## config.mk

```make
export PLATFORM = sky130hd
export DESIGN_NAME = adc_pulse_gen
export DESIGN_NICKNAME = d
export VERILOG_FILES = /design/src/rtl/adc_pulse_gen_pkg.sv /design/src/rtl/adc_pulse_gen_timer.sv /design/src/rtl/adc_pulse_gen.sv
export SDC_FILE = /design/constraint.sdc
export NUM_CORES = 1
export LEC_CHECK = 0
export BUFFER_PORTS_ARGS = -buffer_cell sky130_fd_sc_hd__buf_2
export CAP_MARGIN = 5
export CORE_ASPECT_RATIO = 0.75
export CORE_MARGIN = 4
export CORE_UTILIZATION = 48
export DETAILED_ROUTE_END_ITERATION = 6
export PLACE_DENSITY = 0.76
export SLEW_MARGIN = 20
export SYNTH_ARGS = -nofsm -noshare
export SYNTH_HDL_FRONTEND = slang
export SYNTH_HIERARCHICAL = 1
export SYNTH_SLANG_ARGS = --single-unit
```

## constraint.sdc

```tcl
create_clock -name clk -period 6.89 [get_ports clk]
set_clock_uncertainty 0.1 [all_clocks]
set_input_delay 1.0335 -clock clk [delete_from_list [all_inputs] [get_ports clk]]
set_output_delay 1.0335 -clock clk [all_outputs]
set_load 0.02 [all_outputs]
```

## src/rtl/adc_pulse_gen_pkg.sv

```systemverilog
// Shared constants, state encoding and arithmetic helper for the pulse generator and the filter.
// Latency: none (package only).
// Backpressure: none (package only).
package adc_pulse_gen_pkg;

    localparam int SIZE_ADC_DATA = 12;
    localparam int FRAC_BITS     = 8;
    localparam int PERIOD_W      = 16;
    localparam int ACC_W         = SIZE_ADC_DATA + FRAC_BITS;

    typedef enum logic {
        IDLE  = 1'b0,
        DECAY = 1'b1
    } state_t;

    // Unsigned add that clamps to all-ones instead of wrapping.
    function automatic logic [ACC_W-1:0] sat_add(
        input logic [ACC_W-1:0] a,
        input logic [ACC_W-1:0] b
    );
        logic [ACC_W:0] s;
        s = {1'b0, a} + {1'b0, b};
        return s[ACC_W] ? {ACC_W{1'b1}} : s[ACC_W-1:0];
    endfunction

endpackage

```

## src/rtl/adc_pulse_gen_timer.sv

```systemverilog
// Auto-fire period counter: emits a launch strobe on the cycle the count reaches period-1.
// Latency: fire is combinational from the registered count (same cycle).
// Backpressure: none; enable low freezes the count and suppresses fire.
module pulse_period_timer
    import adc_pulse_gen_pkg::*;
(
    input  logic                clk,
    input  logic                reset,
    input  logic                enable,
    input  logic                auto_mode,
    input  logic [PERIOD_W-1:0] period,
    output logic                fire
);

    localparam logic [PERIOD_W-1:0] ONE = PERIOD_W'(1);

    logic [PERIOD_W-1:0] cnt;
    logic [PERIOD_W-1:0] last;
    logic                armed;

    assign last  = period - ONE;
    assign armed = auto_mode && (period != '0);

    // Launch only on an exact match; a count stranded above a shortened period wraps silently.
    always_comb begin
        fire = enable && armed && (cnt == last);
    end

    // Count up while armed, wrap at period-1 (or beyond it), clear when disarmed.
    always_ff @(posedge clk) begin
        if (reset) begin
            cnt <= '0;
        end else if (enable) begin
            if (!armed) begin
                cnt <= '0;
            end else if (cnt >= last) begin
                cnt <= '0;
            end else begin
                cnt <= cnt + ONE;
            end
        end
    end

endmodule

```

## src/rtl/adc_pulse_gen.sv

```systemverilog
// Synthetic detector pulse source: step of programmable amplitude on a baseline with exponential tail.
// Latency: a launch sampled at edge N shows on adc_data after edge N+1.
// Backpressure: none; enable low freezes every register and ignores trigger.
module adc_pulse_gen
    import adc_pulse_gen_pkg::*;
(
    input  logic                     clk,
    input  logic                     reset,
    input  logic                     enable,
    input  logic                     trigger,
    input  logic                     auto_mode,
    input  logic [PERIOD_W-1:0]      period,
    input  logic [SIZE_ADC_DATA-1:0] amplitude,
    input  logic [SIZE_ADC_DATA-1:0] baseline,
    input  logic [3:0]               decay_shift,
    output logic [SIZE_ADC_DATA-1:0] adc_data,
    output logic                     pulse_strobe,
    output logic                     busy,
    output logic                     sat_flag
);

    state_t                   state;
    logic [ACC_W-1:0]         acc;
    logic [3:0]               shift_reg;
    logic [SIZE_ADC_DATA-1:0] baseline_reg;
    logic                     launch_d;

    logic                     auto_fire;
    logic                     launch;
    logic [ACC_W-1:0]         dec_raw;
    logic [ACC_W-1:0]         dec;
    logic [ACC_W-1:0]         acc_sub;
    logic                     decays_out;
    logic [ACC_W-1:0]         acc_dec;
    logic [ACC_W-1:0]         amp_ext;
    logic [ACC_W-1:0]         acc_launch;
    logic [SIZE_ADC_DATA:0]   sum;

    pulse_period_timer u_timer (
        .clk       (clk),
        .reset     (reset),
        .enable    (enable),
        .auto_mode (auto_mode),
        .period    (period),
        .fire      (auto_fire)
    );

    // Trigger and auto-fire merge into one launch so coincident requests add amplitude once.
    always_comb begin
        launch = enable && (trigger || auto_fire);
    end

    // Decay step and launch value; the 1-LSB floor keeps long time constants from stalling.
    always_comb begin
        dec_raw    = acc >> shift_reg;
        dec        = (dec_raw == '0) ? ACC_W'(1) : dec_raw;
        acc_sub    = acc - dec;
        decays_out = (acc_sub[ACC_W-1:FRAC_BITS] == '0);
        acc_dec    = ((state == DECAY) && !decays_out) ? acc_sub : '0;
        amp_ext    = {amplitude, {FRAC_BITS{1'b0}}};
        acc_launch = sat_add(acc_dec, amp_ext);
        sum        = {1'b0, baseline_reg} + {1'b0, acc[ACC_W-1:FRAC_BITS]};
    end

    // Pulse FSM, accumulator and output register, all advancing only on enabled cycles.
    always_ff @(posedge clk) begin
        if (reset) begin
            state        <= IDLE;
            acc          <= '0;
            shift_reg    <= '0;
            baseline_reg <= '0;
            launch_d     <= 1'b0;
            adc_data     <= '0;
            pulse_strobe <= 1'b0;
            busy         <= 1'b0;
            sat_flag     <= 1'b0;
        end else if (enable) begin
            launch_d <= launch;
            if (state == IDLE) begin
                baseline_reg <= baseline;
            end
            if (launch) begin
                acc       <= acc_launch;
                shift_reg <= decay_shift;
                state     <= DECAY;
            end else if (state == DECAY) begin
                acc <= acc_dec;
                if (decays_out) begin
                    state <= IDLE;
                end
            end
            adc_data     <= sum[SIZE_ADC_DATA] ? {SIZE_ADC_DATA{1'b1}} : sum[SIZE_ADC_DATA-1:0];
            sat_flag     <= sum[SIZE_ADC_DATA] || (acc == {ACC_W{1'b1}});
            pulse_strobe <= launch_d;
            busy         <= (state == DECAY);
        end
    end

endmodule

```

==> results of run 1 <==
==> layout make-up <==
class | instances | area [µm²]
Fill cell | 1211 | 5774
Multi-Input combinational cell | 685 | 4890
Sequential cell | 69 | 1384
Timing Repair Buffer | 81 | 462.9
Clock buffer | 9 | 225.2
Tap cell | 171 | 214.0
Inverter | 25 | 93.84
Clock inverter | 7 | 63.81
==> what timing repair did <==
| item | in CTS | in global routing |
|---|---|---|
| setup buffers | 0 | 1 |
| pin swaps | 0 | 1 |
| resized for setup | 1 | 5 |
| setup endpoints to repair | 8 | 20 |
==> kinds of logic (layout without fill, tap and decap cells) <==
kind of cell | count (synthesis) | in the layout
XOR/XNOR | 46 | 46
flip-flops | 69 | 69
AO/OA/AOI/OAI | 223 | 223
buffers and inverters | 63 | 122
AND/OR/NAND/NOR | 310 | 310
adder cells (fa/ha/maj) | 65 | 65
multiplexers | 41 | 41
==> power groups by stage <==
| stage | registers, mW | clock network, mW | logic, mW |
|---|---|---|---|
| 2_1_floorplan | 0.467 | 0 | 0.590 |
| 4_1_cts | 0.472 | 0.469 | 0.773 |
| 6_report | 0.475 | 0.465 | 0.798 |
| 3_3_place_gp | 0.481 | 0 | 0.761 |
| 5_1_grt | 0.478 | 0.483 | 0.879 |
| 3_5_place_dp | 0.481 | 0 | 0.765 |
==> routing by layer <==
metal | global-route usage | share of wire
met4 | 0.04749 | 0.013
met2 | 0.3209 | 0.41
met1 | 0.3570 | 0.50
met5 | 0 | 0
met3 | 0.03595 | 0.078
==> synthesized netlist by cell type (9+ instances only) <==
cell type	n	area share
dfxtp_1	69	0.21
nor2_1	61	0.035
nand4_1	14	0.013
nand2_1	94	0.054
o21ai_1	10	0.0077
ha_1	62	0.12
nand3_1	30	0.023
nand2b_1	12	0.012
a21o_1	12	0.014
inv_1	25	0.014
a21oi_1	64	0.049
xnor2_1	29	0.039
o21ai_0	29	0.022
mux2i_1	26	0.040
xor2_1	17	0.023
and2_1	21	0.020
a211oi_1	25	0.029
nor3_1	24	0.018
mux4_2	9	0.031
buf_1	9	0.0052
clkbuf_1	23	0.013
a31oi_1	13	0.013
and3_1	13	0.013
==> how the worst max path moves through the flow <==
stage	slack [ps]	endpoint	from
final	460	acc[9]	shift_reg[1]
after global routing	30	acc[9]	shift_reg[1]
after CTS	230	acc[4]	shift_reg[1]
after detailed placement	-7	acc[4]	shift_reg[0]
after global placement	210	acc[0]	shift_reg[1]
after floorplan	870	acc[0]	shift_reg[1]
==> worst register-to-register path: cells and delay by family, from the launching register on <==
| family | cells | cell delay [ps] |
|---|---|---|
| buffers and inverters | 4 | 630 |
| and+or+nand+nor | 4 | 520 |
| adders and majority gates | 4 | 1250 |
| AOI/OAI and AO/OA | 16 | 2940 |
| muxes | 1 | 300 |
| DFF | 1 | 530 |
==> stage by stage <==
stage          hold WS, ps  power [mW]
2_1_floorplan        340.0       1.057
3_3_place_gp         350.9       1.242
3_5_place_dp         356.7       1.246
4_1_cts              365.0       1.714
5_1_grt              384.2       1.841
6_report             360.8       1.737
==> impl_metrics.py, run 1 <==
metrics = {
    "run_status": {
        "status": "finished, final reports clean",
    },
    "logic_synthesis": {
        "yosys_warnings": 6,
        "syn_nets": 931,
        "synth-simple-area-share": 0.2394,
        "synthMuxAreaShare": 0.08160,
        "ys_types": 74,
        "synth_top_family_by_area": "simple AND/OR/NAND/NOR gates",
        "synth-edff-count": 0,
        "synth_fa_ha_area_frac": 0.1286,
        "syn_area_per_cell_um2": 7.957,
        "ys_async_sr_fraction": 0,
        "syn-cell-area_mm2": 0.006501,
        "ys_seq_area_frac": 0.2125,
        "ys.flop_type": "dfxtp_1",
        "ys_seq_elements": 69,
        "synth_compound_area_frac": 0.2365,
        "syn-instance-count": 817,
        "synth-xor-area-share": 0.06197,
    },
    "floorplanning": {
        "die-area_mm2": 0.01549,
        "core-area_mm2": 0.01311,
        "initial_utilization": 0.4960,
        "io_pins": 64,
        "rows": 36,
        "die_x_um": 142.4,
        "die_h_um": 108.8,
    },
    "timing": {
        "fin_setup_tns_ps": 0,
        "period_needed_ps": 6429,
        "worst_pin_slew_ps": 990.8,
        "relSlewSlack": 0.3370,
        "hold_viol": 0,
        "fin_crit_sh": 0.9331,
        "postLayoutSetupSlackWorst_ps": 460.7,
        "slew_violations": 0,
        "fmax_mhz": 155.5,
        "rsz0062_at_grt": "false",
        "finalSetupViolations": 0,
    },
    "worst_setup_path": {
        "crit_type": "flop to flop",
        "crit_path_end_kind": "flop",
        "reg2reg_slack_ps": 460,
        "path_depth": 29,
        "r2r-start": "shift_reg[1]",
        "cp_top_family": "compound AO/OA/AOI/OAI gates",
        "worst_path_largest_cell_delay_ps": 530,
        "critPathRequiredTime_ps": 7000,
        "cp.arrival_ps": 6530,
        "cp_max_fo": 14,
        "rr_worst_depth": 29,
        "r2r_end": "acc[9]",
        "crit_slowest_cell": "dfxtp_2",
        "crit_path_start_kind": "flop",
        "cp.buffers_inverters": 4,
    },
    "clock_tree": {
        "ctsLongestPathBuffers": 2,
        "htreeDepth": 3,
        "cts_tree": "built",
        "clock_latency_ps": 350,
        "numCtsBuffers": 9,
        "cts_hold_buffers": 0,
        "path_clk_slew_ps": 60,
        "cts.sinks": 69,
        "clock-root-buffer": "clkbuf_16",
    },
    "cells_and_area": {
        "mostFrequentLayoutCells": "nand2_1 (94), dfxtp_1 (67), a21oi_1 (64)",
        "final_area_mm2": 0.007333,
        "largest_reg_flops": 20,
        "final_cell_count_no_fill": 1047,
        "num_antenna_cells": 0,
        "final_nets": 985,
        "drive_above_1_share": 0.1564,
        "regMostFlops": "acc",
        "layout_commonest_cell": "nand2_1",
        "syn2layout_area_growth_pct": 12.80,
        "reg.largest.list": "acc: 20 flops, u_timer/cnt: 16 flops",
        "utilization": 0.5595,
    },
    "route": {
        "wl_mm": 17.62,
        "dr.pass1.iters": 5,
        "drt_iter0_drc": 551,
        "drc": 0,
        "vias": 6298,
        "routedWlPerCell_um": 16.83,
        "antenna_left": 0,
        "post_drt_via_cell_ratio": 6.015,
    },
    "place": {
        "io_buffers": 63,
        "place_ws_ps": -6.983,
        "dp_cells": 1030,
        "gp_congestion": 0.9591,
        "post_dp_cell_area_mm2": 0.007013,
        "hpwl_mm": 13.36,
    },
    "grt": {
        "antenna_found_initial": 0,
        "grt_pass1_vias": 5693,
        "grt_overflow": 0,
        "grt_use_total": 0.2264,
        "grt_pass1_wl_mm": 28.88,
        "grt_max_degree": 53,
    },
    "job": {
        "drv_cap": 0,
    },
    "power_and_ir_drop": {
        "pwr-share-seq": 0.273,
        "power_density_mw_per_mm2": 236.9,
        "pwr-share-clk": 0.268,
        "ir_drop_uv": 134.4,
        "switching_share": 0.4143,
        "netSwitchingPower_mw": 0.7197,
        "intPower_mw": 1.017,
        "p_leak_nw": 3.040,
        "p_comb_frac": 0.459,
    },
    "worst_hold_path": {
        "holdPathEnd": "baseline_reg[2]",
        "min_from": "baseline_reg[2]",
        "holdPathStages": 2,
        "hp-class": "flop to flop",
    },
}
Note: power is estimated with default switching activity, not from simulation.
==> inputs of run 2 (changes only) <==
--- a/config.mk
+++ b/config.mk
@@ -9,9 +9,9 @@
 export CAP_MARGIN = 5
 export CORE_ASPECT_RATIO = 0.75
 export CORE_MARGIN = 4
-export CORE_UTILIZATION = 48
+export CORE_UTILIZATION = 45
 export DETAILED_ROUTE_END_ITERATION = 6
-export PLACE_DENSITY = 0.76
+export PLACE_DENSITY = 0.72
 export SLEW_MARGIN = 20
 export SYNTH_ARGS = -nofsm -noshare
 export SYNTH_HDL_FRONTEND = slang
==> run 2 against run 1 <==
  * Critical path type unchanged
  * Die area grew 6.2%
  * Critical path depth shrank 4
  * Largest cell class unchanged
  * Register-to-register slack gained 80 ps
  * Sequential power is essentially flat
  * Global-route usage shrank 1.1 points
==> impl_metrics.py, run 2 (synthesis results as in run 1) <==
metrics = {
    "clock_tree": {
        "cts_hold_buffers": 0,
        "htreeDepth": 3,
        "clock_latency_ps": 350,
        "path_clk_slew_ps": 70,
        "cts_tree": "built",
        "cts_resized": 0,
        "cts_setup_buffers": 0,
        "numCtsBuffers": 9,
        "ctsLongestPathBuffers": 2,
        "cts.sinks": 69,
        "clock-root-buffer": "clkbuf_16",
    },
    "cells_and_area": {
        "utilization": 0.5284,
        "drive_above_1_share": 0.1560,
        "reg.largest.list": "acc: 20 flops, u_timer/cnt: 16 flops",
        "final_nets": 987,
        "final_cell_count_no_fill": 1073,
        "num_antenna_cells": 0,
        "layout_commonest_cell": "nand2_1",
        "largest_reg_flops": 20,
        "fillers": 1333,
        "mostFrequentLayoutCells": "nand2_1 (94), dfxtp_1 (68), a21oi_1 (64)",
        "regMostFlops": "acc",
        "syn2layout_area_growth_pct": 13.26,
        "final_area_mm2": 0.007363,
    },
    "floorplanning": {
        "initial_utilization": 0.4666,
        "rows": 37,
        "core-area_mm2": 0.01393,
        "io_pins": 64,
        "die_x_um": 146.8,
        "die_h_um": 112.1,
        "die-area_mm2": 0.01645,
    },
    "place": {
        "hpwl_mm": 13.49,
        "io_buffers": 63,
        "post_dp_cell_area_mm2": 0.007062,
        "place_ws_ps": 446.2,
        "gp_congestion": 0.9316,
        "dp_cells": 1057,
    },
    "route": {
        "routedWlPerCell_um": 16.68,
        "dr.pass1.iters": 5,
        "wl_mm": 17.90,
        "post_drt_via_cell_ratio": 5.840,
        "antenna_left": 0,
        "drc": 0,
        "drt_iter0_drc": 641,
        "vias": 6266,
    },
    "worst_setup_path": {
        "crit_path_end_kind": "flop",
        "critPathRequiredTime_ps": 7070,
        "cp.arrival_ps": 6530,
        "reg2reg_slack_ps": 540,
        "rr_worst_depth": 25,
        "cp_max_fo": 15,
        "r2r-start": "shift_reg[0]",
        "crit_path_start_kind": "flop",
        "crit_type": "flop to flop",
        "r2r_end": "acc[4]",
    },
    "timing": {
        "finalSetupViolations": 0,
        "fmax_mhz": 157.5,
        "fin_crit_sh": 0.9217,
        "worst_pin_slew_ps": 991.1,
        "rsz0062_at_grt": "false",
        "postLayoutSetupSlackWorst_ps": 539.2,
        "fin_setup_tns_ps": 0,
        "slew_violations": 0,
        "hold_viol": 0,
        "hold_slack_ps": 360.6,
        "relSlewSlack": 0.3342,
        "period_needed_ps": 6351,
    },
    "grt": {
        "grt_use_total": 0.2152,
        "grt_pass1_vias": 5798,
        "antenna_found_initial": 0,
        "grt_overflow": 0,
        "grt_max_degree": 53,
        "grt_util_met1": 0.3293,
        "grt_pass1_wl_mm": 29.37,
        "met2_usage": 0.3136,
        "globalRouteMet3Util": 0.03551,
        "grt-busiest-layer": "met1",
    },
    "power_and_ir_drop": {
        "switching_share": 0.4143,
        "pwr-share-clk": 0.269,
        "p_comb_frac": 0.457,
        "intPower_mw": 1.019,
        "pwr-share-seq": 0.274,
        "power_density_mw_per_mm2": 236.3,
        "p_total_mw": 1.740,
        "ir_drop_uv": 146.6,
        "p_leak_nw": 3.045,
        "netSwitchingPower_mw": 0.7209,
    },
    "worst_hold_path": {
        "hp-class": "flop to flop",
        "holdPathEnd": "baseline_reg[7]",
        "min_from": "baseline_reg[7]",
        "holdPathStages": 2,
    },
    "run_status": {
        "status": "finished, final reports clean",
    },
    "job": {
        "drv_cap": 0,
    },
}
run 2: changes by cell type in the layout (fill, tap and decap cells not counted), sizes merged:
cell	before	now
clkinvlp	2	1
clkinv	1	2
buf	81	83
run 2: worst max path at each step:
stage / start / to / slack, ps / cells past startpoint
after floorplan: shift_reg[1] / acc[0] / 870 / 26
after global placement: shift_reg[0] / acc[2] / 210 / 25
after detailed placement: shift_reg[0] / acc[1] / 450 / 26
after CTS: shift_reg[0] / acc[4] / 390 / 26
after global routing: shift_reg[0] / acc[2] / 40 / 26
final: shift_reg[0] / acc[4] / 540 / 25
run 2: per-layer routing:
metal  part of all wire  wire (µm)  up-vias
met3              0.075       1347       24
met4              0.016        288        0
met5                  0          0        -
met1               0.50       8921     2870
met2               0.41       7346      226
li1                   -          -     3146
run 2: critical path, cell delays in order (launching register included):
cell	delay [ps]
dfxtp_2	570
mux4_2	560
mux2i_1	220
nor2_1	70
a31oi_1	240
and2_1	160
o2111ai_1	110
o31ai_1	240
ha_1	190
inv_1	50
fa_1	390
nand3_1	100
a21boi_1	120
o21ai_1	350
a311oi_1	210
xor2_1	420
and2_1	220
ha_1	190
a21o_1	140
a21oi_1	80
o21bai_1	170
a41o_1	250
a21oi_1	100
o21bai_1	160
nor3b_2	650
a221o_1	210
run 2: layout make-up:
class / count / area [µm²] / share of cell area
timing repair buffer: 83 / 465.4 / 0.06321
sequential: 69 / 1383 / 0.1878
clock buffer: 9 / 225.2 / 0.03059
tap: 195 / 244.0 / 0.03314
inverter: 25 / 93.84 / 0.01274
clock inverter: 7 / 75.07 / 0.01020
multi-input combinational: 685 / 4877 / 0.6624
run 2: power groups by stage:
stage	clock, mW	sequential (mW)	combinational, mW
finish	0.469	0.477	0.794
global route	0.492	0.480	0.877
CTS	0.476	0.475	0.778
detailed placement	0	0.483	0.770
global placement	0	0.483	0.768
floorplan	0	0.467	0.590
==> inputs of run 3 (changes only) <==
==> constraint.sdc (replaced) <==
create_clock -name clk -period 7.6 [get_ports clk]
set_clock_uncertainty 0.1 [all_clocks]
set_input_delay 1.14 -clock clk [delete_from_list [all_inputs] [get_ports clk]]
set_output_delay 1.14 -clock clk [all_outputs]
set_load 0.02 [all_outputs]
==> run 3 against run 2 <==
  * Sequential share of layout area grew 0.17 points
  * Die area did not move
  * Count of clock-buffer cells in the layout is the same
  * Worst hold slack better by 2.1 ps
  * Global-route usage shrank 0.81 points
  * Flip-flop and latch count unchanged
  * Combinational power fell by 12%
  * Sequential power shrank 9.4%
  * Non-clock buffer count is 10 lower
  * Via count fell by 0.59%
  * Routed wire length shrank 3.2%
  * Critical endpoint is now acc[16]
  * Largest power group unchanged
==> impl_metrics.py, run 3 (synthesis results as in run 1) <==
metrics = {
    "run_status": {
        "status": "finished, final reports clean",
    },
    "place": {
        "io_buffers": 63,
        "hpwl_mm": 13.20,
        "gp_congestion": 0.9222,
        "place_ws_ps": 587.6,
    },
    "floorplanning": {
        "die-area_mm2": 0.01645,
        "io_pins": 64,
        "rows": 37,
        "die_h_um": 112.1,
        "die_x_um": 146.8,
        "core-area_mm2": 0.01393,
        "initial_utilization": 0.4666,
    },
    "cells_and_area": {
        "num_antenna_cells": 0,
        "fillers": 1345,
        "largest_reg_flops": 20,
        "utilization": 0.5233,
        "drive_above_1_share": 0.1452,
        "final_nets": 977,
        "syn2layout_area_growth_pct": 12.16,
        "reg.largest.list": "acc: 20 flops, u_timer/cnt: 16 flops",
        "regMostFlops": "acc",
        "layout_commonest_cell": "nand2_1",
        "mostFrequentLayoutCells": "nand2_1 (94), dfxtp_1 (69), a21oi_1 (64)",
    },
    "grt": {
        "grt_use_total": 0.2072,
        "globalRouteMet3Util": 0.04560,
        "grt_pass1_vias": 5447,
        "grt_util_met1": 0.3282,
        "grt_pass1_wl_mm": 28.26,
        "grt_max_degree": 53,
        "grt_overflow": 0,
        "met2_usage": 0.2814,
        "grt-busiest-layer": "met1",
        "antenna_found_initial": 0,
    },
    "worst_setup_path": {
        "reg2reg_slack_ps": 580,
        "r2r_end": "acc[16]",
        "crit_type": "flop to flop",
        "cp_max_fo": 24,
        "critPathRequiredTime_ps": 7680,
        "cp.arrival_ps": 7100,
        "crit_path_start_kind": "flop",
        "rr_worst_depth": 25,
        "crit_path_end_kind": "flop",
        "r2r-start": "shift_reg[1]",
    },
    "worst_hold_path": {
        "min_from": "baseline_reg[8]",
        "holdPathEnd": "baseline_reg[8]",
        "holdPathStages": 2,
        "hp-class": "flop to flop",
    },
    "timing": {
        "finalSetupViolations": 0,
        "relSlewSlack": 0.3321,
        "period_needed_ps": 7017,
        "fmax_mhz": 142.5,
        "fin_crit_sh": 0.9233,
        "postLayoutSetupSlackWorst_ps": 582.7,
        "hold_viol": 0,
        "rsz0062_at_grt": "false",
        "fin_setup_tns_ps": 0,
        "worst_pin_slew_ps": 1002,
        "slew_violations": 0,
    },
    "route": {
        "post_drt_via_cell_ratio": 5.860,
        "antenna_left": 0,
        "wl_mm": 17.34,
        "drt_iter0_drc": 493,
        "drc": 0,
        "vias": 6229,
        "routedWlPerCell_um": 16.31,
        "dr.pass1.iters": 5,
    },
    "clock_tree": {
        "path_clk_slew_ps": 70,
        "clock-root-buffer": "clkbuf_16",
        "ctsLongestPathBuffers": 2,
        "cts_tree": "built",
        "htreeDepth": 3,
        "clock_latency_ps": 350,
        "cts_hold_buffers": 0,
        "cts.sinks": 69,
        "numCtsBuffers": 9,
    },
    "job": {
        "drv_cap": 0,
    },
    "power_and_ir_drop": {
        "ir_drop_uv": 148.5,
        "p_total_mw": 1.560,
        "p_leak_nw": 2.997,
        "power_density_mw_per_mm2": 214.0,
    },
}
run 3: worst max-delay path: stages (launching register included):
cell,delay (ps)
dfxtp_1,980
buf_4,300
mux4_2,330
mux2_2,320
nor3b_1,260
o2111ai_1,160
o31ai_1,290
ha_1,210
inv_1,50
fa_1,390
nand3_1,100
a21boi_1,120
o21ai_1,390
a311oi_1,190
xor2_1,390
and2_1,210
ha_1,260
a21o_1,180
a21oi_1,270
o21bai_1,130
a41o_1,290
a21oi_1,210
nor2_1,60
nor3_1,380
buf_4,220
a221oi_1,70
run 3: final cells by class:
type                            instances  area [µm²]  share of cell area
Sequential cell                        69        1381              0.1894
Timing Repair Buffer                   73       390.4             0.05353
Tap cell                              195       244.0             0.03346
Multi-Input combinational cell        685        4877              0.6688
Inverter                               25       93.84             0.01287
Clock inverter                          7       80.08             0.01098
Clock buffer                            9       225.2             0.03089
run 3: power by group:
group | switching, mW | internal [mW]
sequential | 0.0452 | 0.386
combinational | 0.408 | 0.293
clock | 0.195 | 0.233
run 3: per-layer routing:
layer	vias to the layer above	wire length (µm)
li1	3126	-
met1	2863	8923
met2	219	6864
met3	21	1342
met4	0	204
met5	-	0
run 3: worst max-delay path by stage:
| stage | start | slack, ps | to |
|---|---|---|---|
| after floorplan | shift_reg[1] | 1580 | acc[0] |
| after global placement | shift_reg[1] | 730 | acc[3] |
| after detailed placement | shift_reg[1] | 590 | acc[0] |
| after CTS | shift_reg[1] | 560 | acc[2] |
| after global routing | shift_reg[0] | 100 | acc[18] |
| final | shift_reg[1] | 580 | acc[16] |
run 3: stage by stage:
step	hold WS, ps	cells	instance area (µm²)
floorplan	340.0	817	6501
global placement	349.8	1047	6982
detailed placement	355.4	1047	6982
CTS	364.2	1063	7287
global route	383.3	1063	7292
finish	362.7	1063	7292
run 3: what timing repair did:
item,4_1_cts,5_1_grt
setup buffers,0,0
gates resized for setup,0,1
setup endpoints to repair,0,8
